### config.mk
export PLATFORM = sky130hd
export DESIGN_NAME = mem_arbiter_flat
export DESIGN_NICKNAME = d
export VERILOG_FILES = /design/src/rtl/cpu_pkg.sv /design/src/rtl/mem_arbiter_if.sv /design/src/rtl/mem_arbiter.sv /design/src/flat_wrapper.sv
export SDC_FILE = /design/constraint.sdc
export NUM_CORES = 1
export LEC_CHECK = 0
export CORE_UTILIZATION = 45
export DETAILED_ROUTE_END_ITERATION = 10
export PLACE_DENSITY_LB_ADDON = 0.2
export SYNTH_ARGS = -nofsm -noshare
export SYNTH_HDL_FRONTEND = slang
export SYNTH_SLANG_ARGS = --single-unit
### constraint.sdc
create_clock -name clk -period 2.6 [get_ports clk]
set_input_delay 0.26 -clock clk [delete_from_list [all_inputs] [get_ports clk]]
set_output_delay 0.26 -clock clk [all_outputs]
set_load 0.005 [all_outputs]
### src/rtl/cpu_pkg.sv
// cpu_pkg: shared types for the memory arbiter.
//   arb_state_t : arbiter FSM states
//   arb_owner_t : which requester currently owns the memory port
//   MEM_LAT_DEF : default memory access latency in cycles
package cpu_pkg;

  typedef enum logic [1:0] {IDLE, BUSY, DONE} arb_state_t;
  typedef enum logic       {OWN_IF, OWN_D}    arb_owner_t;

  localparam int MEM_LAT_DEF = 4;

endpackage

### src/rtl/mem_arbiter_if.sv
// mem_arbiter_if: bus bundle between the CPU pipeline, the arbiter and the
// unified memory port.
//   fetch side : if_req/if_addr/if_flush/halt in, if_rdata/if_done/if_stall out
//   data side  : d_req/d_wr/d_addr/d_wdata in, d_rdata/d_done/d_stall out
//   memory     : mem_en/mem_wr/mem_addr/mem_wdata out, mem_rdata in
//   status     : busy
// Modport slave is the arbiter's view; master is the CPU/memory side.
interface mem_arbiter_if #(
  parameter int ADDR_W = 16,
  parameter int DATA_W = 16
);
  logic              if_req, if_flush, halt;
  logic [ADDR_W-1:0] if_addr;
  logic [DATA_W-1:0] if_rdata;
  logic              if_done, if_stall;

  logic              d_req, d_wr;
  logic [ADDR_W-1:0] d_addr;
  logic [DATA_W-1:0] d_wdata, d_rdata;
  logic              d_done, d_stall;

  logic              mem_en, mem_wr;
  logic [ADDR_W-1:0] mem_addr;
  logic [DATA_W-1:0] mem_wdata, mem_rdata;

  logic              busy;

  modport slave (
    input  if_req, if_addr, if_flush, halt,
    input  d_req, d_wr, d_addr, d_wdata,
    input  mem_rdata,
    output if_rdata, if_done, if_stall,
    output d_rdata, d_done, d_stall,
    output mem_en, mem_wr, mem_addr, mem_wdata,
    output busy
  );

  modport master (
    output if_req, if_addr, if_flush, halt,
    output d_req, d_wr, d_addr, d_wdata,
    output mem_rdata,
    input  if_rdata, if_done, if_stall,
    input  d_rdata, d_done, d_stall,
    input  mem_en, mem_wr, mem_addr, mem_wdata,
    input  busy
  );
endinterface

### src/rtl/mem_arbiter.sv
// mem_arbiter: shares one single-ported, MEM_LAT-cycle memory between the
// instruction-fetch and data paths. Data requests win ties. An access runs
// IDLE -> BUSY (MEM_LAT cycles, port driven) -> DONE (one-cycle done pulse)
// -> IDLE, so one access completes every MEM_LAT+2 cycles.
//   clk, rst_n : clock, asynchronous active-low reset
//   bus        : mem_arbiter_if.slave (fetch, data, memory and busy signals)
module mem_arbiter
  import cpu_pkg::*;
#(
  parameter int ADDR_W  = 16,
  parameter int DATA_W  = 16,
  parameter int MEM_LAT = MEM_LAT_DEF
) (
  input logic           clk,
  input logic           rst_n,
  mem_arbiter_if.slave  bus
);

  localparam int CW = (MEM_LAT > 1) ? $clog2(MEM_LAT) : 1;
  localparam logic [CW-1:0] CNT_LAST = CW'(MEM_LAT - 1);

  arb_state_t        state_q, state_d;
  arb_owner_t        owner_q, owner_d;
  logic [CW-1:0]     cnt_q, cnt_d;
  logic              wr_q, wr_d;
  logic [ADDR_W-1:0] addr_q, addr_d;
  logic [DATA_W-1:0] wdata_q, wdata_d;
  logic [DATA_W-1:0] if_rdata_q, if_rdata_d;
  logic [DATA_W-1:0] d_rdata_q, d_rdata_d;
  logic              abort;

  // A flush only cancels a fetch; data accesses always run to completion.
  assign abort = (state_q == BUSY) && (owner_q == OWN_IF) && bus.if_flush;

  always_comb begin
    state_d    = state_q;
    owner_d    = owner_q;
    cnt_d      = cnt_q;
    wr_d       = wr_q;
    addr_d     = addr_q;
    wdata_d    = wdata_q;
    if_rdata_d = if_rdata_q;
    d_rdata_d  = d_rdata_q;
    case (state_q)
      IDLE: begin
        cnt_d = '0;
        if (bus.d_req) begin
          state_d = BUSY;
          owner_d = OWN_D;
          wr_d    = bus.d_wr;
          addr_d  = bus.d_addr;
          wdata_d = bus.d_wdata;
        end else if (bus.if_req && !bus.if_flush && !bus.halt) begin
          state_d = BUSY;
          owner_d = OWN_IF;
          wr_d    = 1'b0;
          addr_d  = bus.if_addr;
          wdata_d = '0;
        end
      end
      BUSY: begin
        if (abort) begin
          state_d = IDLE;
          cnt_d   = '0;
        end else if (cnt_q == CNT_LAST) begin
          // mem_rdata is only valid on the final access cycle.
          state_d = DONE;
          cnt_d   = '0;
          if (!wr_q) begin
            if (owner_q == OWN_D) d_rdata_d  = bus.mem_rdata;
            else                  if_rdata_d = bus.mem_rdata;
          end
        end else begin
          cnt_d = cnt_q + CW'(1);
        end
      end
      DONE:    state_d = IDLE;
      default: state_d = IDLE;
    endcase
  end

  always_ff @(posedge clk or negedge rst_n) begin
    if (!rst_n) begin
      state_q    <= IDLE;
      owner_q    <= OWN_IF;
      cnt_q      <= '0;
      wr_q       <= 1'b0;
      addr_q     <= '0;
      wdata_q    <= '0;
      if_rdata_q <= '0;
      d_rdata_q  <= '0;
    end else begin
      state_q    <= state_d;
      owner_q    <= owner_d;
      cnt_q      <= cnt_d;
      wr_q       <= wr_d;
      addr_q     <= addr_d;
      wdata_q    <= wdata_d;
      if_rdata_q <= if_rdata_d;
      d_rdata_q  <= d_rdata_d;
    end
  end

  // Port signals decode straight from flops; the latches are masked so the
  // memory sees zeros whenever the port is idle.
  assign bus.mem_en    = (state_q == BUSY);
  assign bus.mem_wr    = bus.mem_en & wr_q;
  assign bus.mem_addr  = bus.mem_en ? addr_q  : '0;
  assign bus.mem_wdata = bus.mem_en ? wdata_q : '0;
  assign bus.busy      = (state_q != IDLE);

  // A flush arriving in the DONE cycle of a fetch must still swallow the
  // pulse, so if_done is gated by the live flush input.
  assign bus.if_done  = (state_q == DONE) && (owner_q == OWN_IF) && !bus.if_flush;
  assign bus.d_done   = (state_q == DONE) && (owner_q == OWN_D);
  assign bus.if_rdata = if_rdata_q;
  assign bus.d_rdata  = d_rdata_q;

  assign bus.if_stall = bus.if_req & ~bus.if_done;
  assign bus.d_stall  = bus.d_req  & ~bus.d_done;

endmodule

### src/flat_wrapper.sv
// flat-port wrapper written by rule: the top's interface ports become plain ports
module mem_arbiter_flat import cpu_pkg::*;
#(
  parameter int ADDR_W  = 16,
  parameter int DATA_W  = 16,
  parameter int MEM_LAT = MEM_LAT_DEF
)
  (clk, rst_n, bus_if_req, bus_if_addr, bus_if_flush, bus_halt, bus_d_req, bus_d_wr, bus_d_addr, bus_d_wdata, bus_mem_rdata, bus_if_rdata, bus_if_done, bus_if_stall, bus_d_rdata, bus_d_done, bus_d_stall, bus_mem_en, bus_mem_wr, bus_mem_addr, bus_mem_wdata, bus_busy);
  mem_arbiter_if #(.ADDR_W(ADDR_W), .DATA_W(DATA_W)) bus_i ();
  input logic clk;
  input logic rst_n;
  input wire logic [$bits(bus_i.if_req)-1:0] bus_if_req;
  input wire logic [$bits(bus_i.if_addr)-1:0] bus_if_addr;
  input wire logic [$bits(bus_i.if_flush)-1:0] bus_if_flush;
  input wire logic [$bits(bus_i.halt)-1:0] bus_halt;
  input wire logic [$bits(bus_i.d_req)-1:0] bus_d_req;
  input wire logic [$bits(bus_i.d_wr)-1:0] bus_d_wr;
  input wire logic [$bits(bus_i.d_addr)-1:0] bus_d_addr;
  input wire logic [$bits(bus_i.d_wdata)-1:0] bus_d_wdata;
  input wire logic [$bits(bus_i.mem_rdata)-1:0] bus_mem_rdata;
  output wire logic [$bits(bus_i.if_rdata)-1:0] bus_if_rdata;
  output wire logic [$bits(bus_i.if_done)-1:0] bus_if_done;
  output wire logic [$bits(bus_i.if_stall)-1:0] bus_if_stall;
  output wire logic [$bits(bus_i.d_rdata)-1:0] bus_d_rdata;
  output wire logic [$bits(bus_i.d_done)-1:0] bus_d_done;
  output wire logic [$bits(bus_i.d_stall)-1:0] bus_d_stall;
  output wire logic [$bits(bus_i.mem_en)-1:0] bus_mem_en;
  output wire logic [$bits(bus_i.mem_wr)-1:0] bus_mem_wr;
  output wire logic [$bits(bus_i.mem_addr)-1:0] bus_mem_addr;
  output wire logic [$bits(bus_i.mem_wdata)-1:0] bus_mem_wdata;
  output wire logic [$bits(bus_i.busy)-1:0] bus_busy;
  assign bus_i.if_req = bus_if_req;
  assign bus_i.if_addr = bus_if_addr;
  assign bus_i.if_flush = bus_if_flush;
  assign bus_i.halt = bus_halt;
  assign bus_i.d_req = bus_d_req;
  assign bus_i.d_wr = bus_d_wr;
  assign bus_i.d_addr = bus_d_addr;
  assign bus_i.d_wdata = bus_d_wdata;
  assign bus_i.mem_rdata = bus_mem_rdata;
  assign bus_if_rdata = bus_i.if_rdata;
  assign bus_if_done = bus_i.if_done;
  assign bus_if_stall = bus_i.if_stall;
  assign bus_d_rdata = bus_i.d_rdata;
  assign bus_d_done = bus_i.d_done;
  assign bus_d_stall = bus_i.d_stall;
  assign bus_mem_en = bus_i.mem_en;
  assign bus_mem_wr = bus_i.mem_wr;
  assign bus_mem_addr = bus_i.mem_addr;
  assign bus_mem_wdata = bus_i.mem_wdata;
  assign bus_busy = bus_i.busy;
  mem_arbiter #(.ADDR_W(ADDR_W), .DATA_W(DATA_W), .MEM_LAT(MEM_LAT)) u_core (.clk(clk), .rst_n(rst_n), .bus(bus_i));
endmodule
# == Yosys cells after proc, flatten, opt, wreduce, memory -nomap -nowiden ==
# Index checks and enable logic that the tools add are counted.
# W data, S select, Z words.
# op_classes
shift,0
multipliers,0
bitwise_logic,8
n_addsub,1
n_mux,17
n_reduce_logical,17
order_cmp,0
div_mod_pow,0
n_eq_ne,5
# ops
operator,n
$mux W16,6
$mux W2,6
$reduce_and A5 Y1,2
$pmux W2 S2,2
$logic_and A1 B1 Y1,7
$reduce_bool A2 Y1,3
$not A1 Y1,5
$eq A2 B2 Y1 const B,2
$reduce_and A2 Y1,2
$and A1 B1 Y1,3
$mux W1,3
$ne A3 B2 Y1 const B,1
$ne A3 B3 Y1 const B,1
$add A2 B1 Y2 const B,1
$eq A2 B1 Y1 const B,1
$logic_not A1 Y1,2
$logic_not A2 Y1,1
# totals
mem_bits_ro,0
in_bits,71
memories,0
ff_bits,70
out_inout_bits,71
wordCells,56
ramBits,0
latchBits,0

# == Longest topological paths before layout ==
# Gate-level depths: netlist (run 1).
# depth
depth_word,6
mapped_depth,5
mapped_depth_nobuf,4

# == Worst setup path after synthesis (run 1) ==
# OpenSTA, ideal clock, no wires.
# synth_path
path_type,reg2reg
startpoint,reg u_core.cnt_q[0]
endpoint,reg u_core.if_rdata_q[10] (netlist: u_core.bus.if_rdata[10])
path_stages_with_launch,6
slack_ns,1.095
period_less_slack_ns,1.505
arrival_time_ns,1.380
path_cell_list,dfrtp_1 > ha_1 > and4bb_4 > nand2_4 > buf_6 > mux2_4
# synth_between
elab_chain_cells,2
# synth_rtl
element,line_no,rtl
"start, declared",mem_arbiter.sv:24,"logic [CW-1:0] cnt_q, cnt_d;"
"start signal, assigned",mem_arbiter.sv:95,cnt_q <= cnt_d;
$eq A2 B2 Y1,mem_arbiter.sv:65,end else if (cnt_q == CNT_LAST) begin
$reduce_and A5 Y1 (no line),-,
"end signal, assigned",mem_arbiter.sv:99,if_rdata_q <= if_rdata_d;
"end, declared",mem_arbiter.sv:28,"logic [DATA_W-1:0] if_rdata_q, if_rdata_d;"
# Every way passes these cells.
# A chain may end at the register's enable or synchronous reset.

# == Worst setup path in the final report (run 1) ==
# layout_path
startpoint,reg u_core.state_q[0]
endpoint,out bus_mem_addr[1]
# layout_between
elab_chain_cells,2
# layout_rtl
element,line_no,rtl
"start, declared",mem_arbiter.sv:22,"arb_state_t state_q, state_d;"
"start signal, assigned",mem_arbiter.sv:93,state_q <= state_d;
$eq A2 B1 Y1,mem_arbiter.sv:106,assign bus.mem_en = (state_q == BUSY);
$mux W16,mem_arbiter.sv:108,assign bus.mem_addr = bus.mem_en ? addr_q : '0;
"end, declared",flat_wrapper.sv:29,output wire logic [$bits(bus_i.mem_addr)-1:0] bus_mem_addr;
# Every way passes these cells.

==> results.md, run 1 <==
- Clk buf depth: 2
- Tmin final: between 2 and 2.5 ns
- Routed WL: about 7.0 mm
- Die X: about 86 um
- Gr busiest metal: met2
- Adder-Cell Fraction of Synth Area: less than 1%
- Net Count, Synth: roughly 300
- Worst-Margin Slew: around 0.76 ns
- CP max stage cell: clkdlybuf4s50_1
- CP top delay family: buffers and inverters
- Kind of critical path: flip-flop to output pin
- Setup TNS: 0 ns
- Clock share of power: 22.6%
- Critical path data arrival time: approximately 2 ns
- GRT Residual Overflow: 0
- Post-synthesis simple-gate area fraction: 10.71%
- Worst setup path startpoint: u_core.state_q[0]
- Largest net degree at the start of global routing: 35
- Clock transition at path regs: 0.08 ns
- Root Driver: clkbuf_8
- Critical R2R Capture: u_core.wdata_q[1]
- Via/cell ratio: 4.849
- Post-cts sizing count: 0
- Global-route wire length before repair: 11.12 mm
- Pre-Repair DR Iteration Count: 4
- Worst Path Buf+Inv: 2
- Crit Reg-Reg Startpoint: u_core.state_q[1]
- Met1 Resource Use GR: approximately a quarter
- #FFs+latches synth: 70
- Post-cts hold buffer count: 0
- Post-synthesis mux area share: around 25%
- Final Non-Filler Cells: 470
- Vias in the first global route: around 2300
- Max Transition Viols Final: 0
- Worst reg2reg path depth: 3
- Post-Syn Area: between 3000 and 4000 um^2
- PortBufs: between 100 and 150
- GRT met3 Usage: around 7.1%
- Clk Latency, worst-skew pair: approximately 0.34 ns
- Synth Area in XOR/XNOR: 0%
- Starting DRT DRC Count: 99
- RSZ-0062 raised after global routing: no
- Die H: 86.17 um
- Period utilization: 87.40%
- Via count: ~2300
- Status: finished, violations left
- Clock H-tree levels: 3
- Routability cong.: 0.6964
- Sequential element share of the synthesized area: 54.95%
- DP Wirelength: approximately 5.1 mm
- DR WL/cell: roughly 15 um
- Failing checks: hold timing
- P_int: 0.004035 W
- Initial antenna violation count: 0
- Avg Cell Area, Syn: 14.30 um^2
- Crit-path max FO: 19
- Ports: about 140
- Max-slew headroom: ~49%
- Clock sink count: 70
- Logic pwr share: 43.1%
- Most frequent cells in the layout: clkdlybuf4s50_1, dfrtp_1, mux2_2, and2_1, mux2_4
- Diode count: 0
- Kind of end point of the critical path: output pin
- WP data required: 2.34 ns
- Post CTS Setup Buffer Count: 0
- Commonest non-fill, non-tap cell in the layout: clkdlybuf4s50_1
- # placed instances: around 460
- Layout Skew: 0.01162 ns
- Power Density: roughly 1100 nW/um^2
- Area of the core: 6832 um^2
- Final Hold Fails: 13
- Layout Nets: around 440
- Critical path startpoint category: flip-flop
- Main combinational cell family by area after synthesis: multiplexers
- Switching pwr: around 0.0014 W
- Fraction of layout cells with a size suffix above 1: 25.13%
- VDD IR max: between 500 and 600 uV
- Critical path cell sequence: nor2b_2 -> buf_4 -> and2_1 -> clkdlybuf4s50_1
- Number of distinct library cells after synthesis: 28
- P&R area growth vs syn: 55.65%
- Leakage: about 2.2 nW
- Total GRT Usage: roughly 20%
- Std-Cell Rows: 30
- Synth warn: 0
- Core Util, Final: 72.64%
- R2r setup slk: around 0.96 ns
- Max Clock Freq: approximately 440 MHz
- Max-cap violations: 0
- Hold/Removal Path Class: input port to async pin
- Syn Inst Count: about 220
- DRC Markers: 0
- Switching Fraction: approximately 26%
- Final hold slack: -0.007854 ns
- # setup viols final: 0
- Max stage delay on crit path: 0.50 ns
- Final ANT Viol Nets: 0
- Met2 Use GR: 30.59%
- Area of the die: 7425 um^2
- Compound-Gate Fraction of Synth Area: between 5 and 6%
- Part of the power in registers: roughly a third
- CTS buffer count: 9
- CTS tree: yes
- Initial Util: a little under half
worst max-delay path by stage:
| stage | end | cells after the start |
|---|---|---|
| after floorplan | u_core.bus.if_rdata[10] | 5 |
| after global placement | bus_if_done | 3 |
| after detailed placement | bus_if_done | 3 |
| after CTS | bus_mem_wdata[11] | 4 |
| after global routing | bus_mem_addr[1] | 4 |
| final | bus_mem_addr[1] | 4 |
cells by family (layout without fill, tap and decap cells):
group	after synthesis	count (layout)
adder cells (fa/ha/maj)	1	1
multiplexers	64	64
AO/OA/AOI/OAI	22	22
buffers and inverters	14	165
flip-flops	70	70
AND/OR/NAND/NOR	52	52
area by class of cell:
class / instances / area, um^2
Clock buffer: 9 / 123.9
Clock inverter: 6 / 158.9
Fill cell: 492 / 1869
Inverter: 1 / 3.754
Multi-Input combinational cell: 139 / 1338
Sequential cell: 70 / 1752
Tap cell: 96 / 120.1
Timing Repair Buffer: 149 / 1466
metrics by stage:
step | setup WS, ns | power [W] | instance area [um^2]
3_3_place_gp | 0.5130 | 0.004169 | 4679
3_5_place_dp | 0.5028 | 0.004228 | 4679
4_1_cts | 0.2955 | 0.005483 | 4962
2_1_floorplan | 1.095 | 0.002911 | 3188
6_report | 0.3276 | 0.005423 | 4962
5_1_grt | 0.1735 | 0.005742 | 4962
worst register-to-register path, stage by stage, from the launching register on:
cell,delay (ns)
dfrtp_1,0.47
nor2_1,0.27
and2_1,0.60
a22o_1,0.24
layer usage:
layer / wire length (um) / part of all wire (%)
met5: 0 / 0
met4: 117 / 1.7
met3: 680 / 9.7
met2: 3094 / 44
met1: 3152 / 45
power by group through the flow:
| stage | clock network (W) | registers [W] | logic (W) |
|---|---|---|---|
| 2_1_floorplan | 0 | 0.00183 | 0.00108 |
| 3_3_place_gp | 0 | 0.00185 | 0.00231 |
| 3_5_place_dp | 0 | 0.00187 | 0.00236 |
| 4_1_cts | 0.00125 | 0.00186 | 0.00237 |
| 5_1_grt | 0.00130 | 0.00193 | 0.00252 |
| 6_report | 0.00123 | 0.00186 | 0.00234 |
state kept, by name (all words and copies together), names as in the netlist:
signal,flops
u_core.cnt_q,2
u_core.bus.if_rdata,16
u_core.wr_q,1
u_core.state_q,2
u_core.addr_q,16
u_core.owner_q,1
u_core.wdata_q,16
u_core.bus.d_rdata,16
cells in the mapped netlist (all sizes together):
library cell	count	area share [%]
a22o	17	4.7
mux2	64	25
clkbuf	3	0.35
nor4b	1	0.27
inv	1	0.12
a32o	1	0.31
nand2	5	1.1
dfrtp	70	55
o21ai	3	0.59
nand3	1	0.16
nor2	2	0.24
nand2b	1	0.20
buf	10	2.7
a21o	1	0.24
nor3	1	0.16
nor2b	3	0.59
and4bb	1	0.51
and2	34	6.7
nor3b	1	0.39
ha	1	0.39
and3	1	0.20
and3b	1	0.27
(Power assumes the default switching activity.)
==> run 2: changes to the inputs <==
- CTS_CLUSTER_DIAMETER: unset -> 60
==> results of run 2 <==
The final DEF is identical to that of run 1; final timing and power are the same.
==> run 3: changes to the inputs <==
- CELL_PAD_IN_SITES_DETAIL_PLACEMENT: unset -> 1
- CELL_PAD_IN_SITES_GLOBAL_PLACEMENT: unset -> 2
- CORE_MARGIN: unset -> 3
- CORE_UTILIZATION: 45 -> 29
==> run 3 against run 2 <==
Net effect: the flow now finishes without violations; critical path depth unchanged; count of clock-buffer cells in the layout rose by 2; final cell count is 8.3% higher; die area grew 65%; clock skew hardly changed; cell area increased by 0.63%; largest power group unchanged.
==> results.md, run 3 (synthesis results as in run 1) <==
- Final Hold Fails: 0
- Design area: ~5000 um^2
- Initial antenna violation count: 0
- Fraction of layout cells with a size suffix above 1: 24.93%
- Clk Latency, worst-skew pair: between 0.3 and 0.4 ns
- Starting DRT DRC Count: 64
- Via count: 2286
- Root Driver: clkbuf_8
- Kind of end point of the critical path: output pin
- Power Density: about 1100 nW/um^2
- Clock transition at path regs: about 0.070 ns
- Routed WL: between 8 and 9 mm
- Final hold slack: 0.03556 ns
- Pre-Repair DR Iteration Count: 4
- Layout Skew: approximately 0.011 ns
- VDD IR max: 418.2 uV
- Tmin final: between 2 and 2.5 ns
- Routability cong.: 0.6870
- WP data required: 2.34 ns
- Post-cts hold buffer count: 0
- CTS buffer count: 9
- CTS tree: yes
- Kind of critical path: flip-flop to output pin
- Crit-path max FO: 22
- Clock H-tree levels: 3
- Core Util, Final: between 40% and 50%
- Critical path data arrival time: around 1.9 ns
- Most frequent cells in the layout: clkdlybuf4s50_1, dfrtp_1, mux2_2, and2_1, mux2_4
- Std-Cell Rows: 37
- Max-cap violations: 0
- Diode count: 0
- Worst-Margin Slew: just over 0.9 ns
- Clk buf depth: 2
- Setup TNS: 0 ns
- Max Clock Freq: 460.2 MHz
- Largest net degree at the start of global routing: approximately 70
- Die H: around 110 um
- Post CTS Setup Buffer Count: 0
- DR WL/cell: approximately 17 um
- Hold/Removal Path Class: input port to async pin
- Via/cell ratio: approximately 4.5
- Ports: between 100 and 150
- DRC Markers: 0
- P&R area growth vs syn: 56.63%
- Commonest non-fill, non-tap cell in the layout: clkdlybuf4s50_1
- Area of the die: roughly 12000 um^2
- Area of the core: ~11000 um^2
- Critical path startpoint category: flip-flop
- Global-route wire length before repair: between 10 and 15 mm
- DP Wirelength: slightly above 6 mm
- CP max stage cell: clkdlybuf4s50_1
- # setup viols final: 0
- Status: finished, final reports clean
- Vias in the first global route: between 2000 and 3000
- GRT Residual Overflow: 0
- Initial Util: 30.34%
- Final ANT Viol Nets: 0
- RSZ-0062 raised after global routing: no
- Layout Nets: 440
- Critical path cell sequence: nor2b_2 -> buf_4 -> and2_1 -> clkdlybuf4s50_1
- Post-place instance area: approximately 4700 um^2
- Period utilization: between 80 and 90%
- PortBufs: roughly 140
- Max stage delay on crit path: about 0.52 ns
- Leakage: about 2.2 nW
- Total GRT Usage: roughly 14%
- Max Transition Viols Final: 0
- Die X: around 110 um
- Clock sink count: 70
- Max-slew headroom: 39.25%
- Post-cts sizing count: 0
==> run 3: changes by cell type in the layout (fill, tap and decap cells not counted) <==
cell | previous run | this run
o21ai_4 | 0 | 1
buf_4 | 8 | 6
o21ai_2 | 1 | 0
clkinv_4 | 1 | 0
clkbuf_8 | 9 | 11
clkinvlp_4 | 0 | 2
bufinv_16 | 5 | 3
buf_2 | 1 | 0
buf_12 | 0 | 1
==> run 3: worst paths after layout <==
| path | from | endpoint | slack [ns] | cells after the start |
|---|---|---|---|---|
| setup / recovery | u_core.state_q[0] | bus_mem_addr[3] | 0.43 | 4 |
| hold / removal | rst_n | u_core.wdata_q[9] | 0.04 | 1 |
| setup reg to reg | u_core.state_q[1] | u_core.wdata_q[4] | 0.92 | 4 |
| hold reg to reg | u_core.wdata_q[8] | u_core.wdata_q[8] | 0.49 | 1 |
| max in group asynchronous | rst_n | u_core.addr_q[15] | 1.95 | 1 |
| min in group clk | u_core.wdata_q[8] | u_core.wdata_q[8] | 0.49 | 1 |
==> run 3: metrics by stage <==
stage | cells | setup WS (ns) | power (W)
floorplan | 223 | 1.095 | 0.002911
global placement | 493 | 0.5918 | 0.004270
detailed placement | 493 | 0.5804 | 0.004316
CTS | 509 | 0.3827 | 0.005462
global route | 509 | 0.2866 | 0.005740
finish | 509 | 0.4270 | 0.005357
==> run 3: layout make-up <==
| type | count | area [um^2] |
|---|---|---|
| Fill cell | 1106 | 5515 |
| Sequential cell | 70 | 1752 |
| Timing Repair Buffer | 147 | 1466 |
| Multi-Input combinational cell | 139 | 1345 |
| Tap cell | 136 | 170.2 |
| Clock buffer | 11 | 151.4 |
| Clock inverter | 5 | 105.1 |
| Inverter | 1 | 3.754 |
==> run 3: critical path, delay by kind of cell, from the launching register on <==
family / cells / cell delay, ns
DFF: 1 / 0.46
buffers and inverters: 2 / 0.76
and+or+nand+nor: 2 / 0.36
==> run 3: per-layer routing <==
| metal | track usage (%) | up-vias | part of all wire (%) |
|---|---|---|---|
| met5 | 0 | - | 0 |
| met4 | 3.202 | 0 | 0.32 |
| met3 | 6.769 | 2 | 9.4 |
| met2 | 22.09 | 96 | 45 |
| met1 | 17.60 | 1118 | 46 |
| li1 | - | 1070 | - |
==> run 3: power by group <==
part	leakage (nW)	internal [W]	total (W)	switching, W
logic	1.19	0.00163	0.00238	0.000751
clock network	0.122	0.000690	0.00111	0.000420
registers	0.868	0.00159	0.00186	0.000277
==> edit 1 (config.mk and constraints of run 3) <==
Encoding of `arb_state_t`: now one-hot (3 bits for 3 states).
--- a/src/rtl/cpu_pkg.sv
+++ b/src/rtl/cpu_pkg.sv
@@ -4,7 +4,7 @@
 //   MEM_LAT_DEF : default memory access latency in cycles
 package cpu_pkg;
 
-  typedef enum logic [1:0] {IDLE, BUSY, DONE} arb_state_t;
+  typedef enum logic [2:0] {IDLE = 3'b001, BUSY = 3'b010, DONE = 3'b100} arb_state_t;
   typedef enum logic       {OWN_IF, OWN_D}    arb_owner_t;
 
   localparam int MEM_LAT_DEF = 4;
Check against the original RTL: same outputs for any inputs over 10 cycles, from zero or initial values and one cycle with rst_n low; not proved beyond that.
==> edit 1 against run 3 <==
Sequential cell count rose by 1; synthesized area fell by 0.31%; worst setup slack got worse by 0.18 ns; design area fell by 0.68%; cell count rose by 0.20%; count of clock-buffer cells in the layout rose by 1; wire length rose by 0.39%; critical path type unchanged.
Power is not compared: it rests on default switching activity, and its combinational part moved more than twofold at a synthesized area within 25%.
==> edit 1: results (changes against run 3) <==
[metrics] number of DRC violations after detailed-routing iteration 0: 74 (+16%)
[metrics] Diodes inserted: 0 (unchanged)
[metrics] Skew-Pair Late Insertion Delay: 0.34 ns (about the same)
[metrics] outcome: finished, final reports clean
[metrics] layout net count: 441 (+0.23%)
[metrics] arrival time reported for the critical path endpoint: 2.09 ns (+0.18 ns)
[metrics] post-synthesis mux area share: 23.9% (-1.1 points)
[metrics] largest delay contributor family on the critical path: buffers and inverters
[metrics] proportion of synthesized chip area in sequential cells: 55.9% (+1.0 points)
[metrics] Pleak: 2.15 nW
[metrics] Max IR drop VDD: 294 uV
[metrics] xor and xnor fraction of the mapped netlist area: 0% (unchanged)
[metrics] half-perimeter wire length after detailed placement: 6.29 mm (+3.2%)
[metrics] share of layout cells above drive strength 1: 17.4% (-7.6 points)
[metrics] peak per-stage delay on the critical path: 0.50 ns (-0.02 ns)
[metrics] via count of the first global-routing pass: 2601 (-0.27%)
[metrics] warnings from Yosys: 0 (unchanged)
[metrics] post-CTS setup buffers: 0 (unchanged)
[metrics] commonest cells in the synthesized netlist: 70 x sky130_fd_sc_hd__dfrtp_1, 34 x sky130_fd_sc_hd__and2_1, 29 x sky130_fd_sc_hd__mux2_2
[metrics] total length of routed wires: 8.60 mm (+0.39%)
[metrics] worst-case clock skew: 0.00946 ns (-0.00180 ns)
[metrics] Max Fanout on Critical Path: 19 (-14%)
[metrics] Least-Margin Pin Slew: 1.05 ns (+0.143 ns)
[metrics] wire length of the first global-routing pass: 14.3 mm (+3.1%)
[metrics] gpl congestion: 0.689 (+0.32%)
[metrics] post-synthesis share of cell area spent on full adders, half adders and majority gates: 0.394% (+0.0012 points)
[metrics] synthesized-area fraction occupied by ao, oa, aoi and oai cells: 6.26% (+0.45 points)
[metrics] ranking of synthesized cells by area: sky130_fd_sc_hd__dfrtp_1 55%, sky130_fd_sc_hd__mux2_2 10%, sky130_fd_sc_hd__mux2_1 8.9%
[metrics] Yosys cell types: 31 (+11%)
[metrics] nets in the synthesized netlist: 299 (+1.4%)
[metrics] post-synthesis async set-or-reset flop share: 100% (unchanged)
[metrics] largest net degree at the start of global routing: 72 (+1.4%)
[metrics] initial antenna violation count: 0 (unchanged)
[metrics] depth of the CTS H-tree: 3 (unchanged)
[metrics] post-CTS resize count: 0 (unchanged)
[metrics] fill cell instance count of the final layout: 1127 (+1.9%)
[metrics] dominant synthesized flop cell: sky130_fd_sc_hd__dfrtp_1
[metrics] count of vias placed by the detailed router: 2360 (+3.2%)
[metrics] GRT Total Usage: 14.7% (+0.60 points)
## edit 1: changes by cell type in the layout (fill, tap and decap cells not counted), sizes merged, moves of 2 or more
cell / run 3 / this run
nand2: 5 / 2
nor2b: 3 / 1
nor3: 1 / 3
clkinvlp: 2 / 0
nand3b: 0 / 2
buf: 7 / 5
nor3b: 1 / 3
clkinv: 0 / 2
## edit 1: area by class of cell
type                       instances  area share, %
clock buffer                      12           3.13
clock inverter                     4           1.56
inverter                           2          0.151
multi-input combinational        140           26.9
sequential                        71           35.8
tap                              136           3.43
timing repair buffer             145           29.0
## edit 1: path summary, 6_finish.rpt
check	from	to	slack, ns	depth (start not counted)
worst max-delay path	u_core.state_q[2]	bus_mem_wdata[1]	0.25	4
worst min-delay path	rst_n	u_core.wdata_q[7]	0.02	1
worst max register to register	u_core.state_q[2]	u_core.bus.if_rdata[0]	0.64	3
worst min register to register	u_core.addr_q[12]	u_core.addr_q[12]	0.49	1
max in group asynchronous	rst_n	u_core.wdata_q[12]	1.97	1
min in group clk	u_core.addr_q[12]	u_core.addr_q[12]	0.49	1
## edit 1: cells by family after synthesis
group | Yosys count
AOI/OAI and AO/OA | 23
adders and majority gates | 1
buffers and inverters | 16
DFF | 71
muxes | 64
and+or+nand+nor | 52
## edit 1: power groups by stage
stage / Clock, mW / Sequential (mW) / Combinational (mW)
after floorplan: 0 / 1.53 / 0.641
after CTS: 1.06 / 1.58 / 1.16
after global routing: 1.12 / 1.63 / 1.26
final: 1.02 / 1.58 / 1.13
after global placement: 0 / 1.59 / 1.13
after detailed placement: 0 / 1.60 / 1.16
## edit 1: per-stage QoR
step	util (%)	worst slack [ns]	cells	area (um2)
2_1_floorplan	-	1.02	227	3180
6_report	47.2	0.252	510	4960
5_1_grt	47.2	0.0917	510	4960
3_3_place_gp	45.0	0.282	494	4730
4_1_cts	47.2	0.195	510	4960
3_5_place_dp	45.0	0.243	494	4730
## edit 1: metal layers
layer  global-route usage (%)  vias to the layer above  routed length, um
met4                     3.94                        0                 97
met3                     5.46                       11                633
met2                     24.9                       76               4400
li1                         -                     1084                  -
met5                        0                        -                  0
met1                     17.5                     1189               3470
==> edit 2 (flow settings as in run 3) <==
Made on the original files. `DATA_W` is set to 16 in 3 places; all go to 12.
--- a/src/rtl/mem_arbiter_if.sv
+++ b/src/rtl/mem_arbiter_if.sv
@@ -7,7 +7,7 @@
 // Modport slave is the arbiter's view; master is the CPU/memory side.
 interface mem_arbiter_if #(
   parameter int ADDR_W = 16,
-  parameter int DATA_W = 16
+  parameter int DATA_W = 12
 );
   logic              if_req, if_flush, halt;
   logic [ADDR_W-1:0] if_addr;
--- a/src/rtl/mem_arbiter.sv
+++ b/src/rtl/mem_arbiter.sv
@@ -8,7 +8,7 @@
   import cpu_pkg::*;
 #(
   parameter int ADDR_W  = 16,
-  parameter int DATA_W  = 16,
+  parameter int DATA_W  = 12,
   parameter int MEM_LAT = MEM_LAT_DEF
 ) (
   input logic           clk,
--- a/src/flat_wrapper.sv
+++ b/src/flat_wrapper.sv
@@ -2,7 +2,7 @@
 module mem_arbiter_flat import cpu_pkg::*;
 #(
   parameter int ADDR_W  = 16,
-  parameter int DATA_W  = 16,
+  parameter int DATA_W  = 12,
   parameter int MEM_LAT = MEM_LAT_DEF
 )
   (clk, rst_n, bus_if_req, bus_if_addr, bus_if_flush, bus_halt, bus_d_req, bus_d_wr, bus_d_addr, bus_d_wdata, bus_mem_rdata, bus_if_rdata, bus_if_done, bus_if_stall, bus_d_rdata, bus_d_done, bus_d_stall, bus_mem_en, bus_mem_wr, bus_mem_addr, bus_mem_wdata, bus_busy);
Ports: changed (5 resized); port bits go from 142 to 122. No check against the original RTL was run, so the function may have changed too.
==> edit 2 against run 3 <==
Combinational power fell by 8%; register-to-register slack worse by 0.04 ns; synthesized area down 12%; power shrank 13%; design area fell by 13%; worst setup slack got worse by 0.079 ns; fmax decreased by 3.5%; wire length down 1.7%; sequential cell count fell by 12.
==> edit 2: results (changes against run 3) <==
[metrics] clock tree buffer depth: 2 (unchanged)
[metrics] placed insts: 474 (-3.9%)
[metrics] Mapped Avg Cell Area: 11.9 um2 (-17%)
[metrics] Pleak: 1.85 nW (-15%)
[metrics] commonest cells in the synthesized netlist: 58 x sky130_fd_sc_hd__dfrtp_1, 30 x sky130_fd_sc_hd__and2_1, 20 x sky130_fd_sc_hd__mux2_4
[metrics] Max IR drop VDD: 421 uV (+0.80%)
[metrics] worst-case clock skew: 0.00970 ns (-0.00156 ns)
[metrics] warnings from Yosys: 0 (unchanged)
[metrics] total length of routed wires: 8.42 mm (-1.7%)
[metrics] depth of the CTS H-tree: 3 (unchanged)
[metrics] dominant synthesized flop cell: sky130_fd_sc_hd__dfrtp_1
[metrics] fill cell instance count of the final layout: 1010 (-8.7%)
[metrics] initial antenna violation count: 0 (unchanged)
[metrics] Hold/Removal Path Class: reg -> reg
[metrics] Worst-path clk slew: 0.07 ns (about the same)
[metrics] slowest stage cell on the critical path: sky130_fd_sc_hd__clkdlybuf4s50_1
[metrics] flip-flop count of the largest register, all copies and words added: 16
[metrics] largest net degree at the start of global routing: 31 (-56%)
[metrics] Diodes inserted: 0 (unchanged)
[metrics] half-perimeter wire length after detailed placement: 6.07 mm (-0.44%)
[metrics] Least-Margin Pin Slew: 0.689 ns (-0.222 ns)
[metrics] post-synthesis async set-or-reset flop share: 100% (unchanged)
[metrics] length of the first detailed-routing pass in iterations: 4 (unchanged)
[metrics] Skew-Pair Late Insertion Delay: 0.33 ns
[metrics] ranking of synthesized cells by area: sky130_fd_sc_hd__dfrtp_1 52%, sky130_fd_sc_hd__mux2_4 11%, sky130_fd_sc_hd__and2_1 6.7%
[metrics] post-CTS setup buffers: 0 (unchanged)
[metrics] Max Fanout on Critical Path: 19 (-14%)
[metrics] clock buffer count from CTS: 9 (unchanged)
[metrics] number of buffers inserted by port buffering: 121 (-14%)
[metrics] proportion of synthesized chip area in sequential cells: 51.5% (-3.4 points)
[metrics] outcome: finished, final reports clean
[metrics] gpl congestion: 0.744 (+8.3%)
[metrics] Yosys cell types: 36 (+29%)
[metrics] nets in the synthesized netlist: 301 (+2.0%)
[metrics] per-cell routed wire length: 17.2 um (+2.1%)
[metrics] clock tree root buffer cell: sky130_fd_sc_hd__clkbuf_8
[metrics] largest delay contributor family on the critical path: buffers and inverters
[metrics] number of DRC violations after detailed-routing iteration 0: 90 (+41%)
[metrics] count of vias placed by the detailed router: 2313 (+1.2%)
[metrics] largest reg by FF count: u_core.addr_q
[metrics] arrival time reported for the critical path endpoint: 1.99 ns (+0.08 ns)
[metrics] wire length of the first global-routing pass: 14.0 mm (+0.45%)
[metrics] antenna viol nets, final: 0 (unchanged)
[metrics] post-placement cell area: 4130 um2 (-13%)
[metrics] via count of the first global-routing pass: 2536 (-2.8%)
[metrics] GRT Total Usage: 16.0% (+1.9 points)
[metrics] layout net count: 421 (-4.3%)
[metrics] share of layout cells above drive strength 1: 14.4% (-11 points)
[metrics] peak per-stage delay on the critical path: 0.53 ns
## edit 2: through the flow
stage	worst slack [ns]	util [%]	power, mW	hold slack, ns
6_report	0.348	46.5	4.65	0.491
5_1_grt	0.220	46.5	4.99	0.517
4_1_cts	0.296	46.5	4.74	0.498
3_5_place_dp	0.421	44.2	3.85	0.332
3_3_place_gp	0.468	44.2	3.78	0.325
2_1_floorplan	1.12	-	2.62	-0.0356
## edit 2: power by group
part	switching, mW	leakage [nW]	internal [mW]	total [mW]
registers	0.290	0.714	1.32	1.61
logic	0.787	1.04	1.40	2.19
clock network	0.360	0.101	0.490	0.849
## edit 2: cells by family (layout without fill, tap and decap cells)
kind of cell | count (synthesis) | in the layout | synth area share, %
mux | 24 | 24 | 12.3
simple gates | 92 | 92 | 19.7
flops | 58 | 58 | 51.5
fa+ha+maj | 1 | 1 | 0.444
buf+inv | 24 | 148 | 4.93
compound gates | 38 | 38 | 11.1
## edit 2: layout make-up
class                           count  area [um2]  area share, %
Multi-Input combinational cell    155        1230           28.3
Tap cell                          129         161           3.72
Clock inverter                      4        51.3           1.18
Sequential cell                    58        1450           33.4
Inverter                            4        15.0          0.346
Clock buffer                       11         151           3.49
Timing Repair Buffer              129        1280           29.5
## edit 2: worst paths after layout
check,start,to,slack [ns],cells after the start
max reg2reg,u_core.state_q[1],u_core.addr_q[7],0.88,5
min,u_core.wdata_q[6],u_core.wdata_q[6],0.49,1
max in group asynchronous,rst_n,u_core.addr_q[8],1.46,3
min reg2reg,u_core.wdata_q[6],u_core.wdata_q[6],0.49,1
max,u_core.state_q[1],bus_mem_addr[15],0.35,4
min in group asynchronous,rst_n,u_core.addr_q[0],0.51,2
## edit 2: repair_timing
| action | in CTS | in global routing |
|---|---|---|
| hold endpoints to repair | 28 | 0 |
| resized for setup | 0 | 0 |
| hold buffers | 1 | 0 |
| setup endpoints to repair | 0 | 0 |
## edit 2: worst reg2reg max path: cells and delay by family, from the launching register on
family,cells,cell delay (ns)
and+or+nand+nor,3,0.73
DFF,1,0.52
buffers and inverters,2,0.33
## edit 2: metal layers
layer	track usage, %	up-vias	part of all wire [%]
li1	-	1097	-
met1	21.9	1129	48
met2	25.0	77	46
met3	3.64	10	5.1
met4	5.44	0	1.5
met5	0	-	0
